**src/rtl/bg_char_fetch_pipe_if.sv**
```systemverilog
// Request, VRAM and pixel-result handshake bundle for the background char fetch pipe.
// The slave modport is the fetch block's view; the master modport is the surrounding system's view.
interface bg_char_fetch_pipe_if #(
    parameter int ADDR_W = 17
);
    logic              in_valid;
    logic              in_ready;
    logic [15:0]       screendata;
    logic [1:0]        charbase;
    logic [2:0]        x;
    logic [2:0]        y;
    logic              rotate;
    logic              palettemode;
    logic              flush;
    logic              mem_req;
    logic [ADDR_W-2:0] mem_addr;
    logic              mem_gnt;
    logic              mem_rvalid;
    logic [15:0]       mem_rdata;
    logic              out_valid;
    logic              out_ready;
    logic [7:0]        pix_index;
    logic              pix_transparent;

    modport slave (
        input  in_valid, screendata, charbase, x, y, rotate, palettemode, flush,
        input  mem_gnt, mem_rvalid, mem_rdata, out_ready,
        output in_ready, mem_req, mem_addr, out_valid, pix_index, pix_transparent
    );

    modport master (
        output in_valid, screendata, charbase, x, y, rotate, palettemode, flush,
        output mem_gnt, mem_rvalid, mem_rdata, out_ready,
        input  in_ready, mem_req, mem_addr, out_valid, pix_index, pix_transparent
    );
endinterface

```
**src/rtl/bg_char_fetch_pipe.sv**
```systemverilog
// Background character pixel fetch: turns a map entry plus tile position into one VRAM
// halfword read and extracts the palette index of that pixel (4bpp, 8bpp or affine).
module bg_char_fetch_pipe #(
    parameter int ADDR_W     = 17,
    parameter int BASE_SHIFT = 14
) (
    input  logic clock,
    input  logic reset,
    bg_char_fetch_pipe_if.slave bus
);

    localparam logic [2:0] S_IDLE  = 3'd0;
    localparam logic [2:0] S_REQ   = 3'd1;
    localparam logic [2:0] S_WAIT  = 3'd2;
    localparam logic [2:0] S_OUT   = 3'd3;
    localparam logic [2:0] S_DRAIN = 3'd4;

    logic [2:0]        state_r;
    logic [2:0]        state_next_s;
    logic              in_ready_r;
    logic              mem_req_r;
    logic [ADDR_W-2:0] mem_addr_r;
    logic              out_valid_r;
    logic [7:0]        pix_index_r;
    logic              pix_transparent_r;

    logic              byte_sel_r;
    logic              x_lsb_r;
    logic [3:0]        bank_r;
    logic              bpp8_r;

    logic              accept_s;
    logic              capture_s;
    logic              hflip_s;
    logic              vflip_s;
    logic              bpp8_s;
    logic [9:0]        name_s;
    logic [2:0]        x_eff_s;
    logic [2:0]        y_eff_s;
    logic [ADDR_W-1:0] offset_s;
    logic [ADDR_W-1:0] byte_addr_s;
    logic [7:0]        byte_s;
    logic [3:0]        nibble_s;
    logic [7:0]        pix_s;
    logic              trans_s;

    // A flush in IDLE also blocks a same-cycle request.
    assign accept_s  = bus.in_valid && in_ready_r && !bus.flush;
    assign capture_s = (state_r == S_WAIT) && bus.mem_rvalid && !bus.flush;

    // Decode the map entry and form the byte address (all arithmetic wraps at ADDR_W bits).
    always_comb begin
        if (bus.rotate) begin
            name_s  = {2'b00, bus.screendata[7:0]};
            hflip_s = 1'b0;
            vflip_s = 1'b0;
            bpp8_s  = 1'b1;
        end else begin
            name_s  = bus.screendata[9:0];
            hflip_s = bus.screendata[10];
            vflip_s = bus.screendata[11];
            bpp8_s  = bus.palettemode;
        end
        x_eff_s = hflip_s ? (3'd7 - bus.x) : bus.x;
        y_eff_s = vflip_s ? (3'd7 - bus.y) : bus.y;
        if (bpp8_s) begin
            offset_s = (ADDR_W'(name_s) << 6) + (ADDR_W'(y_eff_s) << 3) + ADDR_W'(x_eff_s);
        end else begin
            offset_s = (ADDR_W'(name_s) << 5) + (ADDR_W'(y_eff_s) << 2) + ADDR_W'(x_eff_s[2:1]);
        end
        byte_addr_s = (ADDR_W'(bus.charbase) << BASE_SHIFT) + offset_s;
    end

    // Pick the addressed byte and, in 4bpp, the addressed nibble.
    always_comb begin
        byte_s   = byte_sel_r ? bus.mem_rdata[15:8] : bus.mem_rdata[7:0];
        nibble_s = x_lsb_r ? byte_s[7:4] : byte_s[3:0];
        if (bpp8_r) begin
            pix_s   = byte_s;
            trans_s = (byte_s == 8'd0);
        end else begin
            pix_s   = {bank_r, nibble_s};
            trans_s = (nibble_s == 4'd0);
        end
    end

    // Next-state logic; flush wins over the normal handshake in every busy state.
    always_comb begin
        state_next_s = state_r;
        case (state_r)
            S_IDLE: begin
                if (accept_s) state_next_s = S_REQ;
                else          state_next_s = S_IDLE;
            end
            S_REQ: begin
                if (bus.flush)        state_next_s = bus.mem_gnt ? S_DRAIN : S_IDLE;
                else if (bus.mem_gnt) state_next_s = S_WAIT;
                else                  state_next_s = S_REQ;
            end
            S_WAIT: begin
                if (bus.flush)           state_next_s = bus.mem_rvalid ? S_IDLE : S_DRAIN;
                else if (bus.mem_rvalid) state_next_s = S_OUT;
                else                     state_next_s = S_WAIT;
            end
            S_OUT: begin
                if (bus.flush || bus.out_ready) state_next_s = S_IDLE;
                else                            state_next_s = S_OUT;
            end
            S_DRAIN: begin
                if (bus.mem_rvalid) state_next_s = S_IDLE;
                else                state_next_s = S_DRAIN;
            end
            default: state_next_s = S_IDLE;
        endcase
    end

    // State, registered handshake outputs and latched request fields.
    always_ff @(posedge clock) begin
        if (reset) begin
            state_r           <= S_IDLE;
            in_ready_r        <= 1'b0;
            mem_req_r         <= 1'b0;
            mem_addr_r        <= '0;
            out_valid_r       <= 1'b0;
            pix_index_r       <= 8'd0;
            pix_transparent_r <= 1'b0;
            byte_sel_r        <= 1'b0;
            x_lsb_r           <= 1'b0;
            bank_r            <= 4'd0;
            bpp8_r            <= 1'b0;
        end else begin
            state_r     <= state_next_s;
            in_ready_r  <= (state_next_s == S_IDLE);
            mem_req_r   <= (state_next_s == S_REQ);
            out_valid_r <= (state_next_s == S_OUT);
            if (accept_s) begin
                mem_addr_r <= byte_addr_s[ADDR_W-1:1];
                byte_sel_r <= byte_addr_s[0];
                x_lsb_r    <= x_eff_s[0];
                bank_r     <= bus.screendata[15:12];
                bpp8_r     <= bpp8_s;
            end
            if (capture_s) begin
                pix_index_r       <= pix_s;
                pix_transparent_r <= trans_s;
            end
        end
    end

    assign bus.in_ready        = in_ready_r;
    assign bus.mem_req         = mem_req_r;
    assign bus.mem_addr        = mem_addr_r;
    assign bus.out_valid       = out_valid_r;
    assign bus.pix_index       = pix_index_r;
    assign bus.pix_transparent = pix_transparent_r;

endmodule

```
**src/flat_wrapper.sv**
```systemverilog
// flat-port wrapper written by rule: the top's interface ports become plain ports
module bg_char_fetch_pipe_flat 
#(
    parameter int ADDR_W     = 17,
    parameter int BASE_SHIFT = 14
)
  (clock, reset, bus_in_valid, bus_screendata, bus_charbase, bus_x, bus_y, bus_rotate, bus_palettemode, bus_flush, bus_mem_gnt, bus_mem_rvalid, bus_mem_rdata, bus_out_ready, bus_in_ready, bus_mem_req, bus_mem_addr, bus_out_valid, bus_pix_index, bus_pix_transparent);
  bg_char_fetch_pipe_if #(.ADDR_W(ADDR_W)) bus_i ();
  input  logic clock;
  input  logic reset;
  input wire logic [$bits(bus_i.in_valid)-1:0] bus_in_valid;
  input wire logic [$bits(bus_i.screendata)-1:0] bus_screendata;
  input wire logic [$bits(bus_i.charbase)-1:0] bus_charbase;
  input wire logic [$bits(bus_i.x)-1:0] bus_x;
  input wire logic [$bits(bus_i.y)-1:0] bus_y;
  input wire logic [$bits(bus_i.rotate)-1:0] bus_rotate;
  input wire logic [$bits(bus_i.palettemode)-1:0] bus_palettemode;
  input wire logic [$bits(bus_i.flush)-1:0] bus_flush;
  input wire logic [$bits(bus_i.mem_gnt)-1:0] bus_mem_gnt;
  input wire logic [$bits(bus_i.mem_rvalid)-1:0] bus_mem_rvalid;
  input wire logic [$bits(bus_i.mem_rdata)-1:0] bus_mem_rdata;
  input wire logic [$bits(bus_i.out_ready)-1:0] bus_out_ready;
  output wire logic [$bits(bus_i.in_ready)-1:0] bus_in_ready;
  output wire logic [$bits(bus_i.mem_req)-1:0] bus_mem_req;
  output wire logic [$bits(bus_i.mem_addr)-1:0] bus_mem_addr;
  output wire logic [$bits(bus_i.out_valid)-1:0] bus_out_valid;
  output wire logic [$bits(bus_i.pix_index)-1:0] bus_pix_index;
  output wire logic [$bits(bus_i.pix_transparent)-1:0] bus_pix_transparent;
  assign bus_i.in_valid = bus_in_valid;
  assign bus_i.screendata = bus_screendata;
  assign bus_i.charbase = bus_charbase;
  assign bus_i.x = bus_x;
  assign bus_i.y = bus_y;
  assign bus_i.rotate = bus_rotate;
  assign bus_i.palettemode = bus_palettemode;
  assign bus_i.flush = bus_flush;
  assign bus_i.mem_gnt = bus_mem_gnt;
  assign bus_i.mem_rvalid = bus_mem_rvalid;
  assign bus_i.mem_rdata = bus_mem_rdata;
  assign bus_i.out_ready = bus_out_ready;
  assign bus_in_ready = bus_i.in_ready;
  assign bus_mem_req = bus_i.mem_req;
  assign bus_mem_addr = bus_i.mem_addr;
  assign bus_out_valid = bus_i.out_valid;
  assign bus_pix_index = bus_i.pix_index;
  assign bus_pix_transparent = bus_i.pix_transparent;
  bg_char_fetch_pipe #(.ADDR_W(ADDR_W), .BASE_SHIFT(BASE_SHIFT)) u_core (.clock(clock), .reset(reset), .bus(bus_i));
endmodule
```
**config.mk**
```make
export PLATFORM = sky130hd
export DESIGN_NAME = bg_char_fetch_pipe_flat
export DESIGN_NICKNAME = d
export VERILOG_FILES = /design/src/rtl/bg_char_fetch_pipe_if.sv /design/src/rtl/bg_char_fetch_pipe.sv /design/src/flat_wrapper.sv
export SDC_FILE = /design/constraint.sdc
export NUM_CORES = 1
export LEC_CHECK = 0
export CORE_MARGIN = 4
export CORE_UTILIZATION = 47
export DETAILED_ROUTE_END_ITERATION = 10
export GPL_TIMING_DRIVEN = 1
export PLACE_DENSITY = 0.85
export SLEW_MARGIN = 20
export SYNTH_ARGS = -nofsm -noshare
export SYNTH_HDL_FRONTEND = slang
export SYNTH_SLANG_ARGS = --single-unit
```
**constraint.sdc**
```tcl
create_clock -name clock -period 6.5 [get_ports clock]
set_clock_uncertainty 0.1 [all_clocks]
set_input_delay 1.3 -clock clock [delete_from_list [all_inputs] [get_ports clock]]
set_output_delay 1.3 -clock clock [all_outputs]
set_load 0.03 [all_outputs]
```
# Word level (Yosys, flattened, before mapping)
# Index checks and enable logic that the tools add are counted.
[totals]
register_bits = 38
inputBits = 49
elab_cells = 54
[classes]
n_addsub = 7
eq_ne = 6
n_mux = 20
n_reduce_logical = 10
[op_table]
columns = ["operator", "n"]
rows = [
  ["$mux W3", 6],
  ["$add A16 B17 Y17", 1],
  ["$add A16 B6 Y17", 1],
  ["$add A17 B2 Y17", 1],
  ["$add A17 B3 Y17", 1],
  ["$mux W17", 1],
  ["$add A15 B5 Y16", 1],
  ["$mux W8", 2],
  ["$pmux W3 S5", 1],
  ["$mux W10", 1],
  ["$eq A3 B2 Y1 const B", 3],
  ["$logic_not A8 Y1", 1],
  ["$eq A3 B1 Y1 const B", 2],
  ["$logic_not A3 Y1", 2],
  ["$mux W1", 6],
  ["$sub A3 B3 Y3 const A", 2],
  ["$logic_and A1 B1 Y1", 4],
  ["$logic_not A4 Y1", 1],
  ["$mux W2", 2],
  ["$mux W4", 1],
  ["$eq A3 B3 Y1 const B", 1],
  ["$logic_not A1 Y1", 1],
  ["$logic_or A1 B1 Y1", 1],
]

# Depth between registers and ports, before layout
# Gate-level depths: netlist of the first run.
[logic_depth]
word_depth = 6
depth_mapped = 8
depth_no_buf = 6

# Worst setup path after synthesis of the first run
# Ideal clock, no wire load.
[synth_path]
path_kind = "in2reg"
start = "in bus_palettemode"
end = "reg u_core.mem_addr_r[14], in the netlist u_core.bus.mem_addr[14]"
setup_ns = 0.086
t_arrival_ns = 2.846
required_time_ns = 6.314
setup_slack_ns = 3.468
path_stages = 8
path_buffers = 2
cell_sequence = "clkbuf_1 -> clkbuf_1 -> mux2i_1 -> nor2_1 -> ha_1 -> inv_1 -> fa_1 -> a211oi_1"
[synth_via]
elab_chain_len = 3
[synth_rtl]
columns = ["item", "line", "rtl"]
rows = [
  ["from (decl)", "flat_wrapper.sv:17", "input wire logic [$bits(bus_i.palettemode)-1:0] bus_palettemode;"],
  ["$mux W1", "bg_char_fetch_pipe.sv:53", "if (bus.rotate) begin"],
  ["$mux W17", "bg_char_fetch_pipe.sv:66", "if (bpp8_s) begin"],
  ["$add A16 B17 Y17", "bg_char_fetch_pipe.sv:71", "byte_addr_s = (ADDR_W'(bus.charbase) << BASE_SHIFT) + offset_s;"],
  ["to (signal assigned)", "bg_char_fetch_pipe.sv:137", "mem_addr_r <= byte_addr_s[ADDR_W-1:1];"],
  ["to (decl)", "bg_char_fetch_pipe.sv:22", "logic [ADDR_W-2:0] mem_addr_r;"],
]
# Every way passes these cells.
# A chain may end at the register's enable or synchronous reset.

# Worst setup path in the final report of the first run
# Ends and elaborated chain as after synthesis.

==> run_results.csv, run 1 <==
group,metric,value,unit
setup_path,crit_required,6.60,ns
min_path,hold_path.class,"reg2reg",
clock_network,cts-htree-levels,2,
clock_network,cts-resized-gates,0,
placement,place_ws,2.74,ns
sta,fin_tns_setup,0,ns
finish,area_growth,41.9,%
clock_network,hold_buffers,0,
sta,setup-violations-final,0,
sta,fmax,289,MHz
route,drt-pass1-iter-count,4,
global_routing,grt_pass1_wl,8910,µm
setup_path,cp-end-kind,"flop",
clock_network,clock_path_buffers,2,
setup_path,arrival,3.56,ns
clock_network,root_buffer,"clkbuf_8",
sta,final.setup.worst_slack,3.04,ns
route,wl_per_cell,14.7,µm
power,p_per_area,181,nW/µm²
route,drtIter0Drc,85,
finish,final_nets,363,
power,swShare,26.7,%
setup_path,crit_path_max_incr_delay,1.03,ns
finish,multi_input_area,1170,µm²
setup_path,cp_max_fo,25,
sta,tightest_slew,0.859,ns
setup_path,crit_path_start_kind,"input port",
sta,timing.final.crit_share,53.3,%
global_routing,grt_pass1_vias,2017,
global_routing,grt_max_degree,39,
clock_network,cts_buffers,5,
power,p_comb_share,20.6,%
synth,ys_ff_latch,38,
finish,final_area,2880,µm²
route,vias_per_cell,5.67,
placement,dp_hpwl,3940,µm
synth,syn_inst,247,
power,power_frac_seq,47.7,%
synth,yosysSeqAreaShare,37.5,%
power,p_int,0.381,mW
power,clockPowerShare,31.7,%
sta,slew_violations,0,
placement,dp.cells,355,
synth,yosysWarningCount,0,
clock_network,cts_num_sinks,38,
placement,dpl-instance-area,2780,µm²
power,p_total,0.520,mW
floorplan,initial_utilization,49.6,%
min_path,holdPathStages,2,
synth,async_reset_ff_share,0,%
finish,fill_cells,351,
setup_path,crit_type,"in2reg",
synth,syn_area,2030,µm²
route,drt-total-wl,5350,µm
clock_network,cts.reportedPaths.clkPinSlew,0.07,ns
finish,seqCellArea,761,µm²
floorplan,num_io_pins,77,
floorplan,rows,23,
setup_path,reg2reg_depth,4,
power,ir_drop,181,µV
sta,rsz0062_at_grt,"false",
sta,period_needed,3.46,ns
power,p_sw,0.139,mW
power,p_leak,0.939,nW
synth,synth_flop_cell,"dfxtp_1",
placement,portBuffers,76,
synth,avgSynthCellArea,8.21,µm²
clock_network,cts_tree,"yes",
placement,globalplace.congestion,0.921,
synth,syn_nets,298,
finish,finish.utilization,70.4,%
route,antenna_left,0,
clock_network,cts_setup_buffers,0,
flow_run,drv_cap,0,
sta,slew_headroom,42.6,%
floorplan,die_w,73.7,µm
setup_path,cp_slowest_cell,"clkdlybuf4s50_1",
finish,fin_cells,363,
global_routing,antenna_found_initial,0,
global_routing,grt_overflow,0,
floorplan,die_h,73.7,µm
route,vias,2057,
route,drcViolationCount,0,
run_status,status,"complete, no violations",
clock_network,clk_latency,0.28,ns
synth,synth.distinct_cells,41,
finish,drive_above_1_share,5.43,%
floorplan,core_area,4090,µm²
floorplan,die_area,5430,µm²
finish,antennaDiodeCount,0,
synth,synth_edf_count,0,
setup_path,crit_path_cell_trace,"clkdlybuf4s50_1 > mux2i_1 > nor2_1 > ha_1 > inv_1 > fa_1 > a211oi_1",
global_routing,grt_util_all_layers,20.7,%
sta,fin_hold_ws,0.353,ns
sta,finalHoldViolations,0,
-- area by class of cell --
| cell class | count | area share [%] |
|---|---|---|
| well taps | 50 | 2.18 |
| multi-input cells | 184 | 40.6 |
| repair buffers | 78 | 27.0 |
| clock buffers | 7 | 3.00 |
| flip-flops and latches | 38 | 26.5 |
| inverters | 5 | 0.653 |
| clock inverters | 1 | 0.174 |
-- cells by family (layout without fill, tap and decap cells) --
group	count (synthesis)	in the layout	synth area share, %
buf+inv	25	91	5.06
simple gates	91	91	20.7
xor+xnor	1	1	0.432
fa+ha+maj	2	2	1.60
compound gates	73	73	23.3
flops	38	38	37.5
mux	17	17	11.4
-- metal layers --
layer  part of all wire (%)  up-vias  global-route usage (%)
li1                       -     1033                       -
met1                     45      949                    26.4
met2                     47       67                    33.6
met3                    7.5        8                    6.29
met4                    1.3        0                    6.44
met5                      0        -                       0
-- path summary, 6_finish.rpt --
kind	startpoint	endpoint	slack, ns
max reg2reg	u_core.byte_sel_r	u_core.bus.pix_transparent	4.39
min reg2reg	u_core.bank_r[2]	u_core.bank_r[2]	0.35
min	u_core.bank_r[2]	u_core.bank_r[2]	0.35
max	bus_palettemode	u_core.bus.mem_addr[14]	3.04
-- placed cells by master (no fill, tap or decap), types with 5 or more instances in the layout --
cell / instances
o211ai_1: 7
mux2i_1: 8
o221ai_1: 6
nor3_1: 6
clkbuf_8: 6
a21oi_1: 27
dfxtp_1: 38
a311oi_1: 10
nor2_1: 19
clkdlybuf4s50_1: 76
nand2_1: 42
o21ai_0: 9
a211oi_1: 5
-- worst max-delay path: cells and delay by family --
family                     cells  cell delay [ns]
buffers and inverters          2             1.09
adders and majority gates      2             0.61
and+or+nand+nor                1             0.07
muxes                          1             0.27
AOI/OAI and AO/OA              1             0.21
-- power groups by stage --
stage / clock, mW / combinational, mW / sequential, mW
2_1_floorplan: 0 / 0.0457 / 0.261
5_1_grt: 0.181 / 0.116 / 0.250
3_5_place_dp: 0 / 0.106 / 0.254
6_report: 0.165 / 0.107 / 0.248
3_3_place_gp: 0 / 0.105 / 0.253
4_1_cts: 0.169 / 0.107 / 0.248
-- flip-flops by register name, indices dropped and copies added, names as in the netlist --
register,cells
u_core.bus.mem_addr,16
u_core.bus.pix_index,8
u_core.bank_r,4
u_core.state_r,3
u_core.bpp8_r,1
u_core.bus.in_ready,1
u_core.bus.mem_req,1
u_core.bus.out_valid,1
u_core.bus.pix_transparent,1
u_core.byte_sel_r,1
u_core.x_lsb_r,1
-- synthesized netlist by cell type (2+ instances only) --
library cell | count | area (µm²)
nor4b_1 | 2 | 17.5
nor2_1 | 20 | 75.1
dfxtp_1 | 38 | 761
nor2_2 | 2 | 12.5
clkbuf_1 | 18 | 67.6
mux2_1 | 4 | 45.0
a211oi_1 | 5 | 37.5
o211ai_1 | 7 | 52.6
nand2_1 | 42 | 158
nor3b_1 | 2 | 15.0
or4_1 | 2 | 15.0
o21ai_1 | 3 | 15.0
inv_1 | 4 | 15.0
o221ai_1 | 6 | 52.6
a21oi_1 | 27 | 135
nand3b_1 | 2 | 15.0
nand3_1 | 4 | 20.0
mux2i_1 | 8 | 80.1
nor2b_1 | 4 | 25.0
mux4_2 | 3 | 67.6
o21ai_0 | 9 | 45.0
a311oi_1 | 10 | 87.6
o21a_1 | 2 | 15.0
nor3_1 | 6 | 30.0
No activity file was read; power rests on OpenSTA's default activity.
==> run 2, diff against run 1 <==
CORE_UTILIZATION = 44   (was 47)
PLACE_DENSITY = 0.8   (was 0.85)
clock period = 3.6 ns   (was 6.5 ns; I/O delays follow)
==> run_results.csv, run 2 (synthesized netlist as in run 1, its figures left out) <==
group,metric,value,unit
sta,setup-violations-final,0,
global_routing,grt_pass1_wl,8530,µm
global_routing,antenna_found_initial,0,
route,vias,2052,
placement,globalplace.congestion,1.03,
clock_network,cts_tree,"yes",
min_path,holdPathEnd,"u_core.bus.pix_index[4]",
sta,tightest_slew,0.745,ns
placement,portBuffers,76,
setup_path,crit_path_cell_trace,"clkdlybuf4s50_1 > nand3b_1 > or4_1 > a211oi_1",
clock_network,clock_path_buffers,2,
clock_network,cts_setup_buffers,0,
floorplan,initial_utilization,45.9,%
power,p_leak,0.944,nW
route,drt-total-wl,5400,µm
clock_network,cts_num_sinks,38,
sta,period_needed,2.36,ns
clock_network,cts.reportedPaths.clkPinSlew,0.07,ns
clock_network,cts_buffers,5,
setup_path,reg2reg_slack,1.47,ns
clock_network,cts-htree-levels,2,
min_path,holdPathStages,2,
setup_path,reg2reg_depth,4,
placement,place_ws,0.907,ns
global_routing,grt_max_degree,36,
floorplan,core_area,4410,µm²
setup_path,r2r_end,"u_core.bus.pix_transparent",
sta,final.setup.worst_slack,1.24,ns
clock_network,root_buffer,"clkbuf_8",
flow_run,drv_cap,0,
setup_path,crit_type,"in2reg",
clock_network,cts-resized-gates,0,
finish,multi_input_area,1170,µm²
setup_path,worstReg2RegStart,"u_core.byte_sel_r",
global_routing,grt_overflow,0,
sta,fmax,424,MHz
sta,slew_violations,0,
sta,rsz0062_at_grt,"false",
finish,fill_cells,404,
route,wl_per_cell,14.8,µm
setup_path,cp_slowest_cell,"or4_1",
setup_path,crit_path_max_incr_delay,0.59,ns
route,drcViolationCount,0,
sta,finalHoldViolations,0,
finish,final_nets,365,
floorplan,die_w,75.9,µm
min_path,hold_path.class,"reg2reg",
route,antenna_left,0,
power,p_per_area,321,nW/µm²
setup_path,crit_buf_inv,1,
clock_network,hold_buffers,0,
setup_path,arrival,2.44,ns
global_routing,grt_util_all_layers,19.3,%
finish,finish.utilization,65.3,%
setup_path,crit_path_start_kind,"input port",
setup_path,path_delay_family,"simple AND/OR/NAND/NOR gates",
clock_network,clk_latency,0.28,ns
power,ir_drop,312,µV
route,vias_per_cell,5.62,
floorplan,rows,24,
finish,drive_above_1_share,5.75,%
route,drt-pass1-iter-count,4,
finish,final_common_cell,"clkdlybuf4s50_1",
min_path,worstHoldStart,"u_core.bus.pix_index[4]",
floorplan,die_h,75.9,µm
sta,fin_tns_setup,0,ns
setup_path,cp_max_fo,12,
run_status,status,"complete, no violations",
finish,antennaDiodeCount,0,
finish,seqCellArea,761,µm²
sta,slew_headroom,50.3,%
setup_path,crit_required,3.68,ns
floorplan,die_area,5760,µm²
placement,dp_hpwl,4000,µm
sta,timing.final.crit_share,65.5,%
floorplan,num_io_pins,77,
global_routing,grt_pass1_vias,1901,
finish,final_cell_mix,"clkdlybuf4s50_1 (76), nand2_1 (42), dfxtp_1 (38), a21oi_1 (27), nor2_1 (19)",
setup_path,cp-end-kind,"flop",
finish,area_growth,42.3,%
route,drtIter0Drc,102,
finish,largest_reg_flops,16,
-- run 2: cell types whose count changed in the layout (fill, tap and decap cells not counted), sizes merged --
cell	previous run	this run
clkbuf	7	6
clkinv	2	1
buf	2	4
-- run 2: power breakdown --
| group | switching (mW) | total (mW) | internal [mW] |
|---|---|---|---|
| Combinational | 0.0934 | 0.195 | 0.101 |
| Sequential | 0.0146 | 0.449 | 0.435 |
| Clock | 0.135 | 0.282 | 0.148 |
-- run 2: layout make-up --
cell class / instances / area share (%)
clock buffers: 6 / 2.86
well taps: 52 / 2.26
flip-flops and latches: 38 / 26.4
inverters: 5 / 0.651
multi-input cells: 184 / 40.4
repair buffers: 80 / 27.4
-- run 2: per-stage QoR --
step	area, µm²	power, mW	hold WS, ns	std cells
2_1_floorplan	2030	0.554	0.336	247
3_3_place_gp	2800	0.650	0.343	359
3_5_place_dp	2800	0.653	0.348	359
4_1_cts	2880	0.933	0.361	365
5_1_grt	2880	0.969	0.378	365
6_report	2880	0.926	0.356	365
-- run 2: how the worst max path moves through the flow --
stage | to | from | slack [ns] | cells after the start
after floorplan | u_core.bus.mem_addr[14] | bus_palettemode | 1.15 | 8
after global placement | u_core.bus.mem_req | bus_flush | 1.03 | 4
after detailed placement | u_core.bus.out_valid | bus_flush | 0.91 | 4
after CTS | u_core.bus.out_valid | bus_flush | 1.22 | 4
after global routing | u_core.bus.out_valid | bus_flush | 1.12 | 4
final | u_core.bus.out_valid | bus_flush | 1.24 | 4
-- run 2: worst reg2reg max path, cell delays in order (launching register included) --
cell,delay [ns]
dfxtp_1,0.80
mux4_2,0.63
nor3_2,0.20
nand2_1,0.07
a311oi_1,0.24
-- run 2: routing by layer --
metal,wire length [µm],share of wire [%],vias to the layer above,track usage (%)
met5,0,0,-,0
met4,84,1.6,0,6.80
met3,437,8.1,9,5.54
met2,2580,48,72,30.5
met1,2290,42,939,25.2
li1,-,-,1032,-
==> run 3, diff against run 2 <==
CORE_UTILIZATION = 40   (was 44)
PLACE_DENSITY = 0.77   (was 0.8)
clock period = 2.1 ns   (was 3.6 ns; I/O delays follow)
==> run_results.csv, run 3 (synthesized netlist as in run 1, its figures left out) <==
group,metric,value,unit
finish,final_area,3060,µm²
sta,slew_violations,0,
route,vias_per_cell,5.34,
sta,fin_hold_ws,0.353,ns
setup_path,cp-end-kind,"flop",
flow_run,drv_cap,0,
setup_path,crit_path_cell_trace,"mux4_2 > nor3_2 > nand2_1 > a311oi_1",
setup_path,r2r_end,"u_core.bus.pix_transparent",
finish,area_growth,51.1,%
power,power_frac_seq,46.1,%
clock_network,cts-htree-levels,2,
floorplan,die_h,79.2,µm
floorplan,die_w,79.2,µm
placement,dp.cells,392,
sta,finalHoldViolations,0,
setup_path,cp_slowest_cell,"dfxtp_1",
sta,setup-violations-final,0,
finish,fill_cells,451,
clock_network,cts-resized-gates,0,
finish,largest_reg_flops,16,
power,ir_drop,313,µV
clock_network,root_buffer,"clkbuf_8",
power,p_leak,1.04,nW
global_routing,grt_pass1_wl,9630,µm
setup_path,path_delay_family,"flip-flops",
route,drt-pass1-iter-count,6,
power,swShare,27.3,%
power,p_per_area,541,nW/µm²
floorplan,die_area,6270,µm²
setup_path,crit_path_start_kind,"flop",
power,p_int,1.20,mW
min_path,worstHoldStart,"u_core.bus.pix_index[4]",
floorplan,initial_utilization,42.1,%
setup_path,crit_buf_inv,0,
placement,dpl-instance-area,2970,µm²
clock_network,clk_latency,0.28,ns
placement,portBuffers,76,
min_path,hold_path.class,"reg2reg",
clock_network,cts.reportedPaths.clkPinSlew,0.07,ns
power,p_total,1.66,mW
global_routing,grt_max_degree,36,
setup_path,crit_required,2.20,ns
sta,rsz0062_at_grt,"false",
finish,drive_above_1_share,11.4,%
sta,period_needed,1.91,ns
setup_path,arrival,2.01,ns
finish,final_common_cell,"clkdlybuf4s50_1",
clock_network,hold_buffers,0,
min_path,holdPathStages,2,
setup_path,reg2reg_depth,4,
route,antenna_left,0,
sta,tightest_slew,0.500,ns
finish,final_cell_mix,"clkdlybuf4s50_1 (76), nand2_1 (42), dfxtp_1 (38), a21oi_1 (27), buf_4 (21)",
route,vias,2134,
finish,fin_cells,400,
setup_path,crit_type,"reg2reg",
global_routing,antenna_found_initial,0,
setup_path,crit_path_max_incr_delay,0.64,ns
route,drtIter0Drc,125,
floorplan,core_area,4820,µm²
clock_network,cts_tree,"yes",
power,clockPowerShare,31.5,%
route,wl_per_cell,14.8,µm
route,drcViolationCount,0,
placement,dp_hpwl,4480,µm
clock_network,clock_path_buffers,2,
global_routing,grt_overflow,0,
sta,fmax,523,MHz
run_status,status,"complete, no violations",
global_routing,grt_pass1_vias,2029,
clock_network,cts_num_sinks,38,
finish,final_nets,383,
sta,timing.final.crit_share,91.0,%
setup_path,cp_max_fo,10,
min_path,holdPathEnd,"u_core.bus.pix_index[4]",
global_routing,grt_util_all_layers,19.1,%
finish,antennaDiodeCount,0,
sta,slew_headroom,66.6,%
clock_network,cts_setup_buffers,0,
route,drt-total-wl,5930,µm
setup_path,reg2reg_slack,0.19,ns
floorplan,num_io_pins,77,
setup_path,worstReg2RegStart,"u_core.byte_sel_r",
floorplan,rows,25,
placement,globalplace.congestion,0.880,
power,p_sw,0.453,mW
clock_network,cts_buffers,5,
power,p_comb_share,22.3,%
==> run 3: cell types whose count changed in the layout (fill, tap and decap cells not counted), sizes merged <==
cell / change
buf: +18
clkinv: +1
clkinvlp: +1
==> run 3: through the flow <==
step                worst slack, ns  TNS (ns)  utilization [%]
finish                        0.189         0             63.6
global route                 0.0259         0             63.6
CTS                           0.193         0             63.6
detailed placement           -0.103    -0.153             61.6
global placement            -0.0570   -0.0570             61.6
floorplan                    0.0164         0                -
==> run 3: layer usage <==
layer  GRT usage, %  vias up  part of all wire, %
li1               -     1069                    -
met1           25.1     1002                   46
met2           31.1       59                   48
met3           4.31        4                  5.0
met4           5.50        0                 0.93
met5              0        -                    0
==> run 3: worst max-delay path by stage <==
stage	from	to	slack [ns]	cells after the start
2_1_floorplan	bus_palettemode	u_core.bus.mem_addr[14]	0.02	8
3_3_place_gp	bus_palettemode	u_core.bus.mem_addr[14]	-0.06	7
3_5_place_dp	bus_palettemode	u_core.bus.mem_addr[14]	-0.10	7
4_1_cts	bus_palettemode	u_core.bus.mem_addr[14]	0.19	7
5_1_grt	u_core.byte_sel_r	u_core.bus.pix_transparent	0.03	4
6_report	u_core.byte_sel_r	u_core.bus.pix_transparent	0.19	4
==> run 3: area by class of cell <==
class	instances	area, µm²	share of cell area, %
Multi-Input combinational cell	184	1170	38.1
Timing Repair Buffer	98	938	30.6
Sequential cell	38	761	24.8
Tap cell	67	83.8	2.74
Clock buffer	6	82.6	2.70
Inverter	5	18.8	0.613
Clock inverter	2	12.5	0.408
==> run 3: power by group through the flow <==
| stage | clock network, mW | logic, mW | registers, mW |
|---|---|---|---|
| after detailed placement | 0 | 0.367 | 0.781 |
| after floorplan | 0 | 0.142 | 0.808 |
| after global routing | 0.573 | 0.399 | 0.768 |
| final | 0.522 | 0.370 | 0.764 |
| after CTS | 0.540 | 0.370 | 0.764 |
| after global placement | 0 | 0.361 | 0.780 |
==> run 3: tightest hold or removal path, delay by kind of cell (launching register included) <==
family / cells / cell delay [ns]
compound gates: 1 / 0.05
flops: 1 / 0.31
simple gates: 1 / 0.05
